File: config.mk
export PLATFORM = sky130hd
export DESIGN_NAME = cache_ctrl
export DESIGN_NICKNAME = d
export VERILOG_FILES = /design/src/rtl/cache_pkg.sv /design/src/rtl/cache_tag_array.sv /design/src/rtl/cache_ctrl.sv
export SDC_FILE = /design/constraint.sdc
export NUM_CORES = 1
export LEC_CHECK = 0
export CAP_MARGIN = 30
export CORE_MARGIN = 5
export CORE_UTILIZATION = 25
export DETAILED_ROUTE_END_ITERATION = 10
export PLACE_DENSITY = 0.45
export SLEW_MARGIN = 30
export SYNTH_ARGS = -nofsm -noshare
export SYNTH_HDL_FRONTEND = slang
export SYNTH_SLANG_ARGS = --single-unit
File: constraint.sdc
create_clock -name clk -period 2.04 [get_ports clk]
set_input_delay 0.408 -clock clk [delete_from_list [all_inputs] [get_ports clk]]
set_output_delay 0.408 -clock clk [all_outputs]
set_load 0.05 [all_outputs]
File: src/rtl/cache_pkg.sv
// cache_pkg: shared widths, FSM states and address field positions
// for the direct-mapped write-back cache controller.
package cache_pkg;

   localparam int ADDR_W     = 16;
   localparam int SRAM_AW    = 8;
   localparam int TAG_W      = 8;
   localparam int LINES      = 8;
   localparam int LINE_BYTES = 32;
   localparam int WAIT_DEF   = 4;

   localparam int OFF_LSB = 0;
   localparam int OFF_MSB = 4;
   localparam int IDX_LSB = 5;
   localparam int IDX_MSB = 7;
   localparam int TAG_LSB = 8;
   localparam int TAG_MSB = 15;

   typedef enum logic [2:0] {
      S_IDLE,
      S_COMPARE,
      S_WRITEBACK,
      S_REFILL,
      S_ACCESS
   } state_t;

endpackage

File: src/rtl/cache_tag_array.sv
// cache_tag_array: per-line valid, dirty and tag store.
// Combinational read by index, clocked write, async clear.
module cache_tag_array
   import cache_pkg::*;
#(
   parameter int DEPTH    = LINES,
   parameter int TAG_SIZE = TAG_W,
   localparam int IW      = $clog2(DEPTH)
)(
   input  logic                clk,
   input  logic                rst,
   input  logic [IW-1:0]       i_rd_idx,
   output logic                o_valid,
   output logic                o_dirty,
   output logic [TAG_SIZE-1:0] o_tag,
   input  logic                i_we,
   input  logic [IW-1:0]       i_wr_idx,
   input  logic                i_valid,
   input  logic                i_dirty,
   input  logic [TAG_SIZE-1:0] i_tag
);

   logic [DEPTH-1:0]    r_valid;
   logic [DEPTH-1:0]    r_dirty;
   logic [TAG_SIZE-1:0] r_tag [DEPTH];

   assign o_valid = r_valid[i_rd_idx];
   assign o_dirty = r_dirty[i_rd_idx];
   assign o_tag   = r_tag[i_rd_idx];

   // Line metadata update; reset invalidates every line
   always_ff @(posedge clk or negedge rst) begin
      if (!rst) begin
         r_valid <= '0;
         r_dirty <= '0;
         for (int k = 0; k < DEPTH; k++) r_tag[k] <= '0;
      end else if (i_we) begin
         r_valid[i_wr_idx] <= i_valid;
         r_dirty[i_wr_idx] <= i_dirty;
         r_tag[i_wr_idx]   <= i_tag;
      end
   end

endmodule

File: src/rtl/cache_ctrl.sv
// cache_ctrl: direct-mapped write-back write-allocate cache controller
// driving an external SRAM data array and a slow SDRAM.
module cache_ctrl
   import cache_pkg::*;
#(
   parameter int ADDR_WIDTH      = ADDR_W,
   parameter int ADDR_WIDTH_SRAM = SRAM_AW,
   parameter int TAG_SIZE        = TAG_W,
   parameter int DEPTH           = LINES,
   parameter int WORDS           = LINE_BYTES,
   parameter int SDRAM_WAIT      = WAIT_DEF
)(
   input  logic                       clk,
   input  logic                       rst,
   input  logic [ADDR_WIDTH-1:0]      Address_cpu,
   input  logic                       wr_rd_cpu,
   input  logic                       cs_cpu,
   output logic                       rdy_cpu,
   output logic [ADDR_WIDTH-1:0]      Address_sdram,
   output logic                       wr_rd_sdram,
   output logic                       mstrb_sdram,
   output logic                       mux_sel,
   output logic                       demux_sel,
   output logic                       wen_sram,
   output logic [ADDR_WIDTH_SRAM-1:0] address_cache_ctrl_sram
);

   localparam int IW = $clog2(DEPTH);
   localparam int OW = $clog2(WORDS);
   localparam int CW = $clog2(SDRAM_WAIT);

   state_t                r_state;
   state_t                w_next;
   logic [ADDR_WIDTH-1:0] r_addr;
   logic                  r_wr;
   logic [OW-1:0]         r_word;
   logic [CW-1:0]         r_wait;

   logic [TAG_SIZE-1:0]   w_tag;
   logic [IW-1:0]         w_idx;
   logic [OW-1:0]         w_off;
   logic                  w_valid;
   logic                  w_dirty;
   logic [TAG_SIZE-1:0]   w_old_tag;
   logic                  w_hit;
   logic                  w_first;
   logic                  w_last;
   logic                  w_wrap;
   logic                  w_burst;
   logic                  w_we;
   logic                  w_we_valid;
   logic                  w_we_dirty;

   assign w_tag   = r_addr[TAG_MSB:TAG_LSB];
   assign w_idx   = r_addr[IDX_MSB:IDX_LSB];
   assign w_off   = r_addr[OFF_MSB:OFF_LSB];
   assign w_hit   = w_valid && (w_old_tag == w_tag);
   assign w_first = (r_wait == '0);
   assign w_last  = (r_wait == CW'(SDRAM_WAIT - 1));
   assign w_wrap  = w_last && (r_word == OW'(WORDS - 1));
   assign w_burst = (r_state == S_WRITEBACK) || (r_state == S_REFILL);

   cache_tag_array #(
      .DEPTH    (DEPTH),
      .TAG_SIZE (TAG_SIZE)
   ) u_tags (
      .clk      (clk),
      .rst      (rst),
      .i_rd_idx (w_idx),
      .o_valid  (w_valid),
      .o_dirty  (w_dirty),
      .o_tag    (w_old_tag),
      .i_we     (w_we),
      .i_wr_idx (w_idx),
      .i_valid  (w_we_valid),
      .i_dirty  (w_we_dirty),
      .i_tag    (w_tag)
   );

   // State register
   always_ff @(posedge clk or negedge rst) begin
      if (!rst) r_state <= S_IDLE;
      else      r_state <= w_next;
   end

   // Latch the CPU request only when idle
   always_ff @(posedge clk or negedge rst) begin
      if (!rst) begin
         r_addr <= '0;
         r_wr   <= 1'b0;
      end else if (r_state == S_IDLE && cs_cpu) begin
         r_addr <= Address_cpu;
         r_wr   <= wr_rd_cpu;
      end
   end

   // Word and wait counters step only during bursts
   always_ff @(posedge clk or negedge rst) begin
      if (!rst) begin
         r_word <= '0;
         r_wait <= '0;
      end else if (!w_burst) begin
         r_word <= '0;
         r_wait <= '0;
      end else if (w_last) begin
         r_wait <= '0;
         r_word <= r_word + 1'b1;
      end else begin
         r_wait <= r_wait + 1'b1;
      end
   end

   // Next state, SDRAM/SRAM controls and tag updates
   always_comb begin
      w_next                  = r_state;
      rdy_cpu                 = 1'b0;
      Address_sdram           = '0;
      wr_rd_sdram             = 1'b0;
      mstrb_sdram             = 1'b0;
      mux_sel                 = 1'b0;
      demux_sel               = 1'b0;
      wen_sram                = 1'b0;
      address_cache_ctrl_sram = '0;
      w_we                    = 1'b0;
      w_we_valid              = 1'b0;
      w_we_dirty              = 1'b0;
      unique case (r_state)
         S_IDLE: begin
            rdy_cpu = 1'b1;
            if (cs_cpu) w_next = S_COMPARE;
         end
         S_COMPARE: begin
            if (w_hit)                w_next = S_ACCESS;
            else if (w_valid && w_dirty) w_next = S_WRITEBACK;
            else                      w_next = S_REFILL;
         end
         S_WRITEBACK: begin
            address_cache_ctrl_sram = {w_idx, r_word};
            Address_sdram           = {w_old_tag, w_idx, r_word};
            wr_rd_sdram             = 1'b1;
            mstrb_sdram             = w_first;
            demux_sel               = w_first;
            if (w_wrap) w_next = S_REFILL;
         end
         S_REFILL: begin
            address_cache_ctrl_sram = {w_idx, r_word};
            Address_sdram           = {w_tag, w_idx, r_word};
            mstrb_sdram             = w_first;
            mux_sel                 = w_last;
            wen_sram                = w_last;
            if (w_wrap) begin
               w_next     = S_ACCESS;
               w_we       = 1'b1;
               w_we_valid = 1'b1;
            end
         end
         S_ACCESS: begin
            address_cache_ctrl_sram = {w_idx, w_off};
            if (r_wr) begin
               wen_sram   = 1'b1;
               w_we       = 1'b1;
               w_we_valid = 1'b1;
               w_we_dirty = 1'b1;
            end
            w_next = S_IDLE;
         end
         default: w_next = S_IDLE;
      endcase
   end

endmodule

### Word level (Yosys, flattened, before mapping)

Cells that the tools add are included.

| storage, ports and cells | value |
|---|---|
| input bits | 20 |
| bits in registers | 107 |
| output and inout bits | 30 |
| word-level logic and storage cells | 80 |

| operators by class | value |
|---|---|
| reduce and logical (&&, ||, !) cells | 11 |
| multiplexer cells | 36 |
| add/sub/neg operators | 2 |
| eq/ne operators | 11 |
| order comparisons | 4 |
| bitwise logic cells | 1 |

Operators by type and width:

| operator | number |
|---|---|
| 64-bit bitwise mux | 1 |
| 16-bit case mux with 2 select lines | 1 |
| 8-bit binary-select mux with 3-bit select | 1 |
| 8-bit demux with 3-bit select | 1 |
| 8-bit two-way mux | 3 |
| 8-bit bitwise mux | 2 |
| 8-bit case mux with 2 select lines | 1 |
| 1-bit two-way mux | 12 |
| 3-bit two-way mux | 4 |
| 3-bit case mux with 4 select lines | 1 |
| 5-bit two-way mux | 2 |
| 8-bit == test | 1 |
| 2-bit inequality test, second input constant | 4 |
| 1-bit binary-select mux with 3-bit select | 2 |
| 3-bit by 2-bit == test with 1-bit output, second input constant | 2 |
| 1-bit logical AND | 6 |
| 5-bit by 1-bit adder with 5-bit output, second input constant | 1 |
| 5-bit == test, second input constant | 1 |
| 4-bit greater-or-equal comparator, second input constant | 1 |
| 3-bit by 4-bit less-than comparator with 1-bit output, second input constant | 1 |
| 4-bit by 1-bit less-than comparator with 1-bit output, second input constant | 1 |
| 2-bit two-way mux | 2 |
| 3-bit inverter with 4-bit output | 1 |
| 1-bit case mux with 2 select lines | 2 |
| 11 further kinds | 11 |

### Logic depth before layout (Yosys ltp)

| logic depth | value |
|---|---|
| depth in word-level cells | 8 |
| gate-level depth with buffers | 10 |
| mapped depth without buffers | 9 |

### By module

A second synthesis with hierarchy kept.

| unflattened totals | value |
|---|---|
| cells, all modules | 355 |
| area, all modules | 5271.3 sq um |

By module, submodules not included:

| module | sequential area each (sq um) | area each (sq um) | instances | cells an instance |
|---|---|---|---|---|
| cache_tag_array | 2001.9 | 3694.8 | 1 | 210 |
| cache_ctrl | 675.6 | 1576.5 | 1 | 145 |

### Worst setup path before layout

OpenSTA, ideal clock, no wires.

| timing | value |
|---|---|
| path kind | flip-flop to flip-flop |
| from | register r_state[0] |
| to | register r_addr[10] |
| period minus slack after synthesis | 2788 ps |
| arrival | 2663 ps |
| library setup time | 125 ps |
| slack | -748 ps |
| path buffers | 2 |
| required time | 1915 ps |
| stages on the path, launching flop included | 6 |
| path through | dfrtp_1 clkbuf_1 nor3_1 and2_1 clkbuf_1 mux2_2 |

| between the ends | value |
|---|---|
| longest elaborated chain between the ends | 2 |

RTL lines:

| item | RTL line | text |
|---|---|---|
| start: declaration | cache_ctrl.sv:32 | `state_t r_state;` |
| start signal: assignment | cache_ctrl.sv:83 | `else r_state <= w_next;` |
| 3-bit zero test | cache_ctrl.sv:91 | `end else if (r_state == S_IDLE && cs_cpu) begin` |
| 1-bit logical AND | cache_ctrl.sv:91 |  |
| end signal: assignment | cache_ctrl.sv:92 | `r_addr <= Address_cpu;` |
| end: declaration | cache_ctrl.sv:34 | `logic [ADDR_WIDTH-1:0] r_addr;` |

Every way passes these cells.
A chain may end at the register's enable or synchronous reset.

### Worst setup path after layout

| timing | value |
|---|---|
| from | register r_addr[5] |
| to | output port Address_sdram[12] |

| between the ends | value |
|---|---|
| longest elaborated chain between the ends | 5 |

RTL lines:

| item | RTL line | text |
|---|---|---|
| 3-bit inverter with 4-bit output (implied by the code) | cache_tag_array.sv:29 | `assign o_tag = r_tag[i_rd_idx];` |
| 8-bit binary-select mux with 3-bit select | cache_tag_array.sv:29 |  |
| 8-bit two-way mux (implied by the code) (2 in series) | cache_tag_array.sv:29 |  |
| 16-bit case mux with 2 select lines | cache_ctrl.sv:127 | `unique case (r_state)` |
| end: declaration | cache_ctrl.sv:19 | `output logic [ADDR_WIDTH-1:0] Address_sdram,` |

Every way passes these cells. The select of a mux whose other input is x is not followed.

==> metrics.md <==
| Metric | Value |
|---|---|
| Antenna cells | 0 |
| R2R cell count | 10 |
| Critical path fanouts, max | 7 |
| Initial antenna violation count | 0 |
| Final setup viols | 81 |
| Syn avg cell area | 12.0 µm² |
| Int Pwr | 6.33 mW |
| Placed Cells incl. Taps | 789 |
| CP Launch Type | flop |
| Cell Area, Synth | approximately 5200 µm² |
| DR pass1 iterations | 4 |
| Setup TNS | -9280 ps |
| Vias in the first global route | 4107 |
| Share of layout cells above drive strength 1 | 58.3% |
| First-pass GRT wire length | 24300 µm |
| Worst-Skew Late Latency | ~360 ps |
| Psw | 4.49 mW |
| Clock sink total | 107 |
| I/O Buffers | 49 |
| Leak Pwr | 3.65 nW |
| Slew Viols, Final | 0 |
| Crit-path slowest cell | mux4_2 |
| Ys async rst share | 100% |
| IO Count | 50 |
| Die ar. | 23800 µm² |
| CTS tree | built |
| CP Capture Point | Address_sdram[12] |
| Path type of the worst min-delay path | in -> async |
| Crit path from | r_addr[5] |
| Unique masters post-synth | 51 |
| Cells after Synth | 435 |
| Sequential area share after synthesis | 51.4% |
| Total Routing Usage GR | 13.2% |
| Initial DRC count | 229 |
| Die X | 154 µm |
| VDD IR-drop max | just under 0.9 mV |
| Ys flop type | dfrtp_1 |
| # nets final | 592 |
| Routed wire per std cell | 18.7 µm |
| Req. time, crit path | 1630 ps |
| Critical path class | reg -> out |
| Maximum Capacitance Violations | 0 |
| Grt ovf | 0 |
| Fmax | 0.398 GHz |
| Crit path time final | 2510 ps |
| Non-filler instance count after layout | 843 |
| H-tree depth | 3 |
| Hold Fails Final Rpt | 0 |
| Core Util, Final | 39.5% |
| Worst slew pin tran | roughly 640 ps |
| Root Driver | clkbuf_16 |
| Crit. End Element | primary output |
| Avg Vias per Cell | 4.62 |
| CTS buffer count | 9 |
| CP cell instances | buf_12 > mux4_2 > mux2i_2 > buf_4 > o21ai_1 > and2_4 > buf_6 |
| Starting Density | between 20% and 30% |
| Drt total wl | 15800 µm |
| Yosys warnings | 0 |
| Switching part of the total | approximately two fifths |
| Seq cells post-synth | 107 |
| CP peak stage delay | between 500 and 600 ps |
| Fin crit share | 123% |
| Comb pwr share | 57.5% |
| Clock power share | 17.2% |
| Area grow syn2layout | 54.2% |
| DRC viols | 0 |
| Filler instances | between 1500 and 2000 |
| EDFF count, synth | 0 |
| R2R Path End | r_state[1] |
| Worst R2R Setup Slack | -450 ps |
| Skew final | about 11 ps |
| RSZ-0062 raised after global routing | yes |
| Core area | a little over 20000 µm² |
| Pin count of the biggest net entering global routing | 108 |
| # rows | 52 |
| Chip Height | 154 µm |
| Failing checks | setup timing |
| Final HPWL DP | slightly above 10000 µm |
| Max Root-Sink Buffers | 2 |
| PnR worst setup slack | -474 ps |
| Vias post-DR | 3891 |
| Antenna-violating nets left | 0 |
| Slew HR | 57.5% |
| Reg-to-reg startpoint | r_addr[5] |
| Reg clk slew, reported paths | 70 ps |
| Pwr dens | 1350 nW/µm² |
| Worst Path Arrival | 2110 ps |
| Status | complete, but fails checks |
| Syn Nets | around 460 |
| Sequential Power Share | 25.3% |
| Gpl congestion | 0.769 |
[synthesized netlist by cell type, types with 2 or more instances]
library cell / number / area, µm²
a21o_1: 5 / 37.5
a21oi_1: 8 / 40.0
a221oi_1: 2 / 17.5
a22o_1: 2 / 17.5
a311oi_1: 2 / 17.5
and2_1: 11 / 68.8
and3_1: 4 / 25.0
buf_2: 8 / 40.0
buf_6: 2 / 22.5
clkbuf_1: 18 / 67.6
dfrtp_1: 107 / 2680
ha_1: 4 / 50.1
inv_1: 10 / 37.5
mux2_2: 85 / 957
mux2i_1: 7 / 70.1
mux2i_4: 2 / 45.0
mux4_2: 7 / 158
nand2_1: 30 / 113
nand2b_1: 8 / 50.1
nand3_1: 3 / 15.0
nand3b_1: 2 / 15.0
nand4_1: 2 / 12.5
nor2_1: 27 / 101
nor2_2: 4 / 25.0
nor2b_1: 4 / 25.0
nor3_1: 6 / 30.0
o211ai_1: 3 / 22.5
o21ai_0: 19 / 95.1
o22ai_1: 9 / 56.3
or2_2: 5 / 31.3
or3_1: 2 / 12.5
xnor2_1: 5 / 43.8
xor2_1: 4 / 35.0
[kinds of logic (layout without fill, tap and decap cells)]
group	Yosys count	after routing	synth area share, %
buf+inv	41	177	3.51
fa+ha+maj	4	4	0.961
xor+xnor	9	9	1.51
flops	107	107	51.4
simple gates	113	115	11.1
mux	103	103	24.4
compound gates	58	58	7.16
[worst min path at each step]
stage | cells past startpoint | end | from
after floorplan | 0 | r_addr[0] | rst
after global placement | 1 | u_tags.r_valid[6] | u_tags.r_valid[6]
after detailed placement | 1 | u_tags.r_valid[3] | u_tags.r_valid[3]
after CTS | 2 | r_wait[0] | rst
after global routing | 2 | r_wait[0] | rst
final | 2 | r_wait[0] | rst
[power groups by stage]
stage	Sequential [mW]	Combinational (mW)	Clock [mW]
2_1_floorplan	2.52	3.09	0
3_3_place_gp	2.76	5.28	0
3_5_place_dp	2.76	5.29	0
4_1_cts	2.72	5.97	1.90
5_1_grt	2.79	6.57	2.00
6_report	2.74	6.22	1.86
[state kept, by name, summed over array words and instances (netlist names)]
name,flops
r_addr,16
r_state,3
r_wait,2
r_word,5
r_wr,1
u_tags.r_dirty,8
u_tags.r_tag,64
u_tags.r_valid,8
[what timing repair did]
item | in CTS | in global routing
endpoints found under the setup margin | 94 | 100
endpoints found under the hold margin | 0 | 0
hold buffers | 0 | 0
pin swaps | 15 | 26
gates cloned | 5 | 1
resized for setup | 79 | 99
buffers inserted | 22 | 14
[critical path, delay by kind of cell, from the launching register on]
family | cells | cell delay (ps)
muxes | 2 | 700
buffers and inverters | 3 | 430
DFF | 1 | 410
and+or+nand+nor | 1 | 140
AOI/OAI and AO/OA | 1 | 50
[metrics by stage]
stage                     power, mW  area, µm²  worst slack (ps)  hold WS, ps
after floorplan                5.61       5300              -188          112
after global placement         8.05       6750              -430          444
after detailed placement       8.05       6750              -451          448
after CTS                      10.6       7580              -489          166
after global routing           11.4       8030              -555          202
final                          10.8       8030              -474         97.0
[cells in the final DEF (no fill, tap or decap), types with 11 or more instances in the layout]
| cell | synthesis | routed |
|---|---|---|
| mux2_4 | 1 | 39 |
| clkdlybuf4s50_1 | 0 | 18 |
| nand2_1 | 30 | 18 |
| buf_6 | 2 | 34 |
| mux2_2 | 85 | 47 |
| dfrtp_1 | 107 | 105 |
| buf_12 | 0 | 33 |
| nor2_2 | 4 | 12 |
| buf_4 | 1 | 60 |
| nor2_1 | 27 | 11 |
[layer usage]
| layer | part of all wire, % | global-route usage [%] |
|---|---|---|
| met2 | 50 | 21.5 |
| met5 | 0 | 0 |
| met4 | 1.7 | 4.33 |
| met3 | 1.8 | 1.90 |
| met1 | 47 | 18.1 |
[area by class of cell]
type | count | area, µm² | area share, %
inverter | 11 | 46.3 | 0.576
timing repair buffer | 150 | 1770 | 22.1
clock buffer | 12 | 256 | 3.19
multi-input combinational | 289 | 2890 | 35.9
tap | 270 | 338 | 4.20
clock inverter | 4 | 56.3 | 0.701
sequential | 107 | 2680 | 33.4
Note: power is estimated with default switching activity, not from simulation.
